## src/rtl/note_sequencer_if.sv

```systemverilog
`default_nettype none
// ============================================================================
// Module   : note_sequencer_if
// Purpose  : Control, chart-write and note-output bundle for note_sequencer.
// Revision : 1.0  initial release
// ============================================================================
interface note_sequencer_if #(
    parameter int LANES = 5,
    parameter int DEPTH = 256,
    parameter int DIV_W = 24
);
    localparam int AW = $clog2(DEPTH);

    logic              start;
    logic              stop;
    logic              mode;
    logic              loop_en;
    logic [DIV_W-1:0]  beat_div;
    logic [AW:0]       chart_len;
    logic              wr_en;
    logic [AW-1:0]     wr_addr;
    logic [LANES-1:0]  wr_data;
    logic [LANES-1:0]  lane_activate;
    logic              note_valid;
    logic              busy;
    logic              done;
    logic [AW-1:0]     play_addr;

    modport master (
        output start, stop, mode, loop_en, beat_div, chart_len,
               wr_en, wr_addr, wr_data,
        input  lane_activate, note_valid, busy, done, play_addr
    );

    modport slave (
        input  start, stop, mode, loop_en, beat_div, chart_len,
               wr_en, wr_addr, wr_data,
        output lane_activate, note_valid, busy, done, play_addr
    );
endinterface
`default_nettype wire

```

## src/rtl/note_sequencer.sv

```systemverilog
`default_nettype none
// ============================================================================
// Module   : note_sequencer
// Purpose  : Beat-timed lane sequencer playing a stored chart or LFSR notes.
// Revision : 1.0  initial release
// ============================================================================
module note_sequencer #(
    parameter int          LANES = 5,
    parameter int          DEPTH = 256,
    parameter int          DIV_W = 24,
    parameter logic [15:0] SEED  = 16'hACE1
) (
    input  wire logic            Clk,
    input  wire logic            RESET,
    note_sequencer_if.slave      bus
);
    localparam int          AW       = $clog2(DEPTH);
    localparam logic [0:0]  c_S_IDLE = 1'b0;
    localparam logic [0:0]  c_S_PLAY = 1'b1;
    localparam logic [AW:0] c_DEPTH  = DEPTH[AW:0];
    localparam logic [15:0] c_TAPS   = 16'hB400;

    logic [LANES-1:0] r_mem [DEPTH];

    logic [0:0]       r_state, w_state_next;
    logic             r_mode, r_loop, r_end, r_valid, r_done;
    logic [DIV_W-1:0] r_div, r_cnt;
    logic [AW:0]      r_len, w_len;
    logic [AW-1:0]    r_idx, w_idx_next, r_play_addr;
    logic [LANES-1:0] r_lane, r_rdata, w_rand;
    logic [15:0]      r_lfsr, w_lfsr_next;
    logic             w_busy, w_start, w_beat, w_finish, w_clear, w_wr_ok, w_last;

    always_ff @(posedge Clk or negedge RESET) begin
        if (!RESET) r_state <= c_S_IDLE;
        else        r_state <= w_state_next;
    end

    always_comb begin
        w_state_next = r_state;
        case (r_state)
            c_S_IDLE: if (bus.start)            w_state_next = c_S_PLAY;
            c_S_PLAY: if (bus.stop || r_end)    w_state_next = c_S_IDLE;
            default:                            w_state_next = c_S_IDLE;
        endcase
    end

    // r_end marks the cycle after the final beat; stop takes priority over it
    always_comb begin
        w_busy   = (r_state == c_S_PLAY);
        w_start  = (r_state == c_S_IDLE) && bus.start;
        w_wr_ok  = (r_state == c_S_IDLE) && bus.wr_en;
        w_beat   = w_busy && !bus.stop && !r_end && (r_cnt == r_div);
        w_finish = w_busy && !bus.stop && r_end;
        w_clear  = w_busy && (bus.stop || r_end);
    end

    always_comb begin
        w_len = bus.chart_len;
        if (bus.chart_len == '0 || bus.chart_len > c_DEPTH) w_len = c_DEPTH;
    end

    always_comb begin
        w_last      = ({1'b0, r_idx} == (r_len - 1'b1));
        w_lfsr_next = {1'b0, r_lfsr[15:1]} ^ (r_lfsr[0] ? c_TAPS : 16'h0000);
        w_rand      = '0;
        if (32'(r_lfsr[2:0]) < LANES) w_rand = LANES'(1'b1) << r_lfsr[2:0];
        w_idx_next  = r_idx;
        if (!w_busy || w_clear) w_idx_next = '0;
        else if (w_beat)        w_idx_next = w_last ? '0 : r_idx + 1'b1;
    end

    always_ff @(posedge Clk or negedge RESET) begin
        if (!RESET) begin
            r_mode      <= 1'b0;
            r_loop      <= 1'b0;
            r_div       <= '0;
            r_len       <= '0;
            r_cnt       <= '0;
            r_idx       <= '0;
            r_end       <= 1'b0;
            r_valid     <= 1'b0;
            r_done      <= 1'b0;
            r_lane      <= '0;
            r_play_addr <= '0;
            r_lfsr      <= SEED;
        end else begin
            r_valid <= w_beat;
            r_done  <= w_finish;
            r_idx   <= w_idx_next;
            r_end   <= w_beat && w_last && !r_loop;
            if (w_start) begin
                r_mode <= bus.mode;
                r_loop <= bus.loop_en;
                r_div  <= bus.beat_div;
                r_len  <= w_len;
                r_cnt  <= '0;
            end else if (w_busy) begin
                if (w_clear || r_cnt == r_div) r_cnt <= '0;
                else                           r_cnt <= r_cnt + 1'b1;
            end
            if (w_clear) begin
                r_lane <= '0;
            end else if (w_beat) begin
                r_lane      <= r_mode ? w_rand : r_rdata;
                r_play_addr <= r_idx;
                if (r_mode) r_lfsr <= w_lfsr_next;
            end
        end
    end

    // r_rdata always holds the entry the next beat will emit; a same-cycle
    // write to that entry is forwarded so start+write returns the new data
    always_ff @(posedge Clk) begin
        if (w_wr_ok) r_mem[bus.wr_addr] <= bus.wr_data;
        if (w_wr_ok && bus.wr_addr == w_idx_next) r_rdata <= bus.wr_data;
        else                                      r_rdata <= r_mem[w_idx_next];
    end

    assign bus.lane_activate = r_lane;
    assign bus.note_valid    = r_valid;
    assign bus.busy          = w_busy;
    assign bus.done          = r_done;
    assign bus.play_addr     = r_play_addr;

endmodule
`default_nettype wire
```

## src/flat_wrapper.sv

```systemverilog
// flat-port wrapper written by rule: the top's interface ports become plain ports
module note_sequencer_flat 
#(
    parameter int          LANES = 5,
    parameter int          DEPTH = 256,
    parameter int          DIV_W = 24,
    parameter logic [15:0] SEED  = 16'hACE1
)
  (Clk, RESET, bus_start, bus_stop, bus_mode, bus_loop_en, bus_beat_div, bus_chart_len, bus_wr_en, bus_wr_addr, bus_wr_data, bus_lane_activate, bus_note_valid, bus_busy, bus_done, bus_play_addr);
  note_sequencer_if #(.LANES(LANES), .DEPTH(DEPTH), .DIV_W(DIV_W)) bus_i ();
  input  wire logic Clk;
  input  wire logic RESET;
  input wire logic [$bits(bus_i.start)-1:0] bus_start;
  input wire logic [$bits(bus_i.stop)-1:0] bus_stop;
  input wire logic [$bits(bus_i.mode)-1:0] bus_mode;
  input wire logic [$bits(bus_i.loop_en)-1:0] bus_loop_en;
  input wire logic [$bits(bus_i.beat_div)-1:0] bus_beat_div;
  input wire logic [$bits(bus_i.chart_len)-1:0] bus_chart_len;
  input wire logic [$bits(bus_i.wr_en)-1:0] bus_wr_en;
  input wire logic [$bits(bus_i.wr_addr)-1:0] bus_wr_addr;
  input wire logic [$bits(bus_i.wr_data)-1:0] bus_wr_data;
  output wire logic [$bits(bus_i.lane_activate)-1:0] bus_lane_activate;
  output wire logic [$bits(bus_i.note_valid)-1:0] bus_note_valid;
  output wire logic [$bits(bus_i.busy)-1:0] bus_busy;
  output wire logic [$bits(bus_i.done)-1:0] bus_done;
  output wire logic [$bits(bus_i.play_addr)-1:0] bus_play_addr;
  assign bus_i.start = bus_start;
  assign bus_i.stop = bus_stop;
  assign bus_i.mode = bus_mode;
  assign bus_i.loop_en = bus_loop_en;
  assign bus_i.beat_div = bus_beat_div;
  assign bus_i.chart_len = bus_chart_len;
  assign bus_i.wr_en = bus_wr_en;
  assign bus_i.wr_addr = bus_wr_addr;
  assign bus_i.wr_data = bus_wr_data;
  assign bus_lane_activate = bus_i.lane_activate;
  assign bus_note_valid = bus_i.note_valid;
  assign bus_busy = bus_i.busy;
  assign bus_done = bus_i.done;
  assign bus_play_addr = bus_i.play_addr;
  note_sequencer #(.LANES(LANES), .DEPTH(DEPTH), .DIV_W(DIV_W), .SEED(SEED)) u_core (.Clk(Clk), .RESET(RESET), .bus(bus_i));
endmodule
```

## config.mk

```make
export PLATFORM = sky130hd
export DESIGN_NAME = note_sequencer_flat
export DESIGN_NICKNAME = d
export VERILOG_FILES = /design/src/rtl/note_sequencer_if.sv /design/src/rtl/note_sequencer.sv /design/src/flat_wrapper.sv
export SDC_FILE = /design/constraint.sdc
export NUM_CORES = 1
export LEC_CHECK = 0
export CORE_MARGIN = 8
export CORE_UTILIZATION = 60
export CTS_BUF_LIST = sky130_fd_sc_hd__clkbuf_4 sky130_fd_sc_hd__clkbuf_8 sky130_fd_sc_hd__clkbuf_16
export DETAILED_ROUTE_END_ITERATION = 7
export PLACE_DENSITY = 0.77
export REMOVE_ABC_BUFFERS = 1
export SETUP_SLACK_MARGIN = 0.5
export SLEW_MARGIN = 25
export SYNTH_ARGS = -nofsm -noshare
export SYNTH_HDL_FRONTEND = slang
export SYNTH_SLANG_ARGS = --single-unit
```

## constraint.sdc

```tcl
create_clock -name Clk -period 2.8 [get_ports Clk]
set_clock_uncertainty 0.05 [all_clocks]
set_input_delay 0.56 -clock Clk [delete_from_list [all_inputs] [get_ports Clk]]
set_output_delay 0.56 -clock Clk [all_outputs]
set_load 0.1 [all_outputs]
```

==> summary.md, run 1 <==
| Metric | Value |
|---|---|
| Mapped Area | `0.0556 mm²` |
| Main synth FF type | `edfxtp_1` |
| Seq/Total Area, Yosys | `0.740` |
| EDFF count, synth | `1280` |
| Core area | `between 0.09 and 0.1 mm²` |
| RSZ-0062 raised after global routing | `yes` |
| Post-Route WL | `152 mm` |
| CTS sink cnt | `approximately 1400` |
| Clk root buf | `clkbuf_16` |
| Synth area leader | `edfxtp_1` |
| Worst skew pair latency | `0.75 ns` |
| Worst slew pin tran | `1.04 ns` |
| DRC viols | `0` |
| Worst hold path class | `in -> reg` |
| Syn_area_per_cell | `18.4 µm²` |
| Fin Setup TNS | `-0.139 ns` |
| Tcrit/Tclk final | `1.04` |
| Synth top area cells | `edfxtp_1 (69%), mux4_2 (13%), dfrtp_1 (4.1%)` |
| I/O pin count | `69` |
| Initial antenna violation count | `3` |
| Critical Path Fanout Max | `7` |
| Leakage | `roughly 23 nW` |
| Top cell type's share of synthesized area | `0.692` |
| Core Util, Final | `0.733` |
| Die height | `around 320 µm` |
| Largest net degree at the start of global routing | `101` |
| Max-slew headroom | `0.306` |
| Async SR Flop Fraction | `0.0720` |
| Starting Density | `0.605` |
| Status | `finished, violations left` |
| Layout cells sized above 1 | `0.348` |
| Clock transition at path regs | `about 0.070 ns` |
| Most frequent cells after synthesis | `edfxtp_1 (1280), nor2_1 (334), mux4_2 (326), nand2_1 (232), dfrtp_1 (92)` |
| Gr usage total | `0.292` |
| CP Data Required Time | `3.38 ns` |
| Pwr dens | `~630 mW/mm²` |
| Routed via count | `33100` |
| Crit end category | `flip-flop` |
| TritonCTS clock tree | `yes` |
| First-pass GRT wire length | `221 mm` |
| CTS HTree Levels | `4` |
| IR drop worst, VDD | `0.000495 V` |
| Nets | `~3700` |
| WP data arrival | `3.50 ns` |
| Area Overhead vs Synth | `21.1%` |
| Synth cell types | `69` |
| Crit path launch type | `flip-flop` |
| TritonCTS buffer count | `140` |
| Final ANT Viol Nets | `0` |
| Crit Path Class | `reg -> reg` |
| Full die area | `0.103 mm²` |
| Number of cell rows | `111` |
| DR iter-0 viols | `4815` |
| Top-count cell post-synth | `edfxtp_1` |
| WL per Instance | `30.3 µm` |
| Yosys warnings | `0` |
| Clock tree buffer depth | `3` |
| Final Max Slew Viols | `0` |
| Register bit total from synthesis | `about 1400` |
| R2R setup slack | `-0.12 ns` |
| Violated checks | `negative setup slack` |
| FMAX | `342 MHz` |
| # setup viols final | `2` |
| Synth Instances | `3017` |
| RD Place Congestion | `approximately 0.92` |
| Vias per Instance | `6.62` |
| Grt ovf | `0` |
| Pre-Repair DR Iteration Count | `6` |
| Port Buf Inserts | `68` |
| Max Cap Viol | `0` |
| Hpwl dp | `96.0 mm` |
| Worst Slack Setup Final | `-0.122 ns` |
| Fin. Hold Viols | `0` |
| Die W | `approximately 320 µm` |
| Vias in the first global route | `33700` |
| Minimum clock period | `2.92 ns` |
cell type report:
class                      count  area [µm²]
clock buffer                 176        3860
tap                         1243        1560
multi-input combinational   1436       13900
sequential                  1388       41100
fill                        4927       24500
timing repair buffer         667        6110
antenna                        5        12.5
clock inverter                75         659
inverter                      13        48.8
through the flow:
stage          hold WS, ns  instances  total power [W]  area (µm²)  setup slack, ns
6_report             0.130       5003           0.0426       67300           -0.122
5_1_grt              0.125       4999           0.0436       67300           -0.119
2_1_floorplan        0.214       2837           0.0237       54600           -11.81
3_5_place_dp         0.406       4686           0.0244       61400          -0.0906
4_1_cts             0.0930       4982           0.0426       66900           0.0690
3_3_place_gp         0.383       4686           0.0243       61400           -0.157
cell families (layout without fill, tap and decap cells):
family | Yosys count | count (layout) | share of synthesized area
XOR/XNOR | 51 | 51 | 0.00804
buffers and inverters | 193 | 931 | 0.0177
AND/OR/NAND/NOR | 777 | 777 | 0.0613
AO/OA/AOI/OAI | 189 | 189 | 0.0233
other | 0 | 5 | 0
flip-flops | 1388 | 1388 | 0.740
adder cells (fa/ha/maj) | 4 | 4 | 0.000900
multiplexers | 415 | 415 | 0.149
timing repair:
item                                    CTS  global route
pin swaps                                23            29
hold buffers                              1             0
gates cloned                              7             1
endpoints found under the setup margin   53            48
gates resized for setup                  94            52
hold endpoints to repair                 48             0
setup buffers                            37            15
state kept, by name, indices dropped and copies added (netlist names), named ones only:
signal                    cells
u_core.bus.busy               1
u_core.bus.done               1
u_core.bus.lane_activate      5
u_core.bus.note_valid         1
u_core.bus.play_addr          8
u_core.r_cnt                 24
u_core.r_div                 24
u_core.r_end                  1
u_core.r_idx                  8
u_core.r_len                  9
u_core.r_lfsr                16
u_core.r_loop                 1
u_core.r_mem               1280
u_core.r_mode                 1
critical path, cell delays in order (launching register included):
cell	delay (ns)
dfxtp_4	0.45
buf_6	0.13
buf_12	0.11
buf_16	0.13
mux4_2	0.56
mux4_2	0.54
and2_4	0.16
a211oi_2	0.18
buf_4	0.16
o311a_4	0.23
o21ai_2	0.09
layout by cell type (no fill, tap or decap), drive strengths merged, types with 7 or more instances in the layout:
| cell type | Yosys | layout |
|---|---|---|
| nand4 | 38 | 38 |
| nand3b | 7 | 7 |
| xor2 | 13 | 13 |
| dfrtp | 92 | 92 |
| a21oi | 21 | 21 |
| mux4 | 327 | 327 |
| nor2b | 25 | 25 |
| dfstp | 8 | 8 |
| nor3 | 14 | 14 |
| xnor2 | 38 | 38 |
| a211oi | 9 | 9 |
| inv | 13 | 22 |
| a31oi | 10 | 10 |
| o31ai | 12 | 12 |
| nand2b | 14 | 14 |
| bufinv | 0 | 10 |
| clkinv | 0 | 52 |
| mux2 | 33 | 33 |
| nand2 | 232 | 232 |
| a22oi | 21 | 21 |
| and3 | 14 | 14 |
| o2111ai | 7 | 7 |
| mux2i | 55 | 55 |
| a32oi | 9 | 9 |
| nor2 | 334 | 334 |
| dfxtp | 8 | 8 |
| nand3 | 61 | 61 |
| o21ai | 54 | 54 |
| and2 | 10 | 10 |
| edfxtp | 1280 | 1280 |
| clkbuf | 91 | 177 |
| buf | 89 | 614 |
| o211ai | 8 | 8 |
| clkdlybuf4s50 | 0 | 46 |
| nor4 | 13 | 13 |
layer usage:
layer,part of all wire,global-route usage,vias up,wire length (µm)
met3,0.12,0.0853,510,18300
li1,-,-,13300,-
met1,0.35,0.376,16900,52900
met2,0.47,0.459,2502,71800
met4,0.055,0.144,4,8400
met5,0.00063,0.00331,-,96
report_power, final:
| part | switching [W] | internal (W) |
|---|---|---|
| Sequential | 0.000134 | 0.0227 |
| Combinational | 0.000785 | 0.000434 |
| Clock | 0.00779 | 0.0107 |
path summary, 6_finish.rpt:
check                                     from                     endpoint  cells after the start
max in group asynchronous                RESET             u_core.r_lfsr[0]                      3
worst max-delay path                 flip-flop  u_core.bus.lane_activate[0]                     10
worst min-delay path            bus_wr_data[4]          u_core.r_mem[70][4]                      1
worst max register to register       flip-flop  u_core.bus.lane_activate[0]                     10
min in group asynchronous                RESET              u_core.r_div[8]                      2
worst min register to register   u_core.r_loop                 u_core.r_end                      1
No activity file was read; power rests on OpenSTA's default activity.
==> run 2, diff against run 1 <==
--- a/config.mk
+++ b/config.mk
@@ -5,6 +5,7 @@
 export SDC_FILE = /design/constraint.sdc
 export NUM_CORES = 1
 export LEC_CHECK = 0
+export CAP_MARGIN = 10
 export CORE_MARGIN = 8
 export CORE_UTILIZATION = 60
 export CTS_BUF_LIST = sky130_fd_sc_hd__clkbuf_4 sky130_fd_sc_hd__clkbuf_8 sky130_fd_sc_hd__clkbuf_16
==> results of run 2 <==
Same layout as run 1: the final DEF is identical, and so are final timing and power.
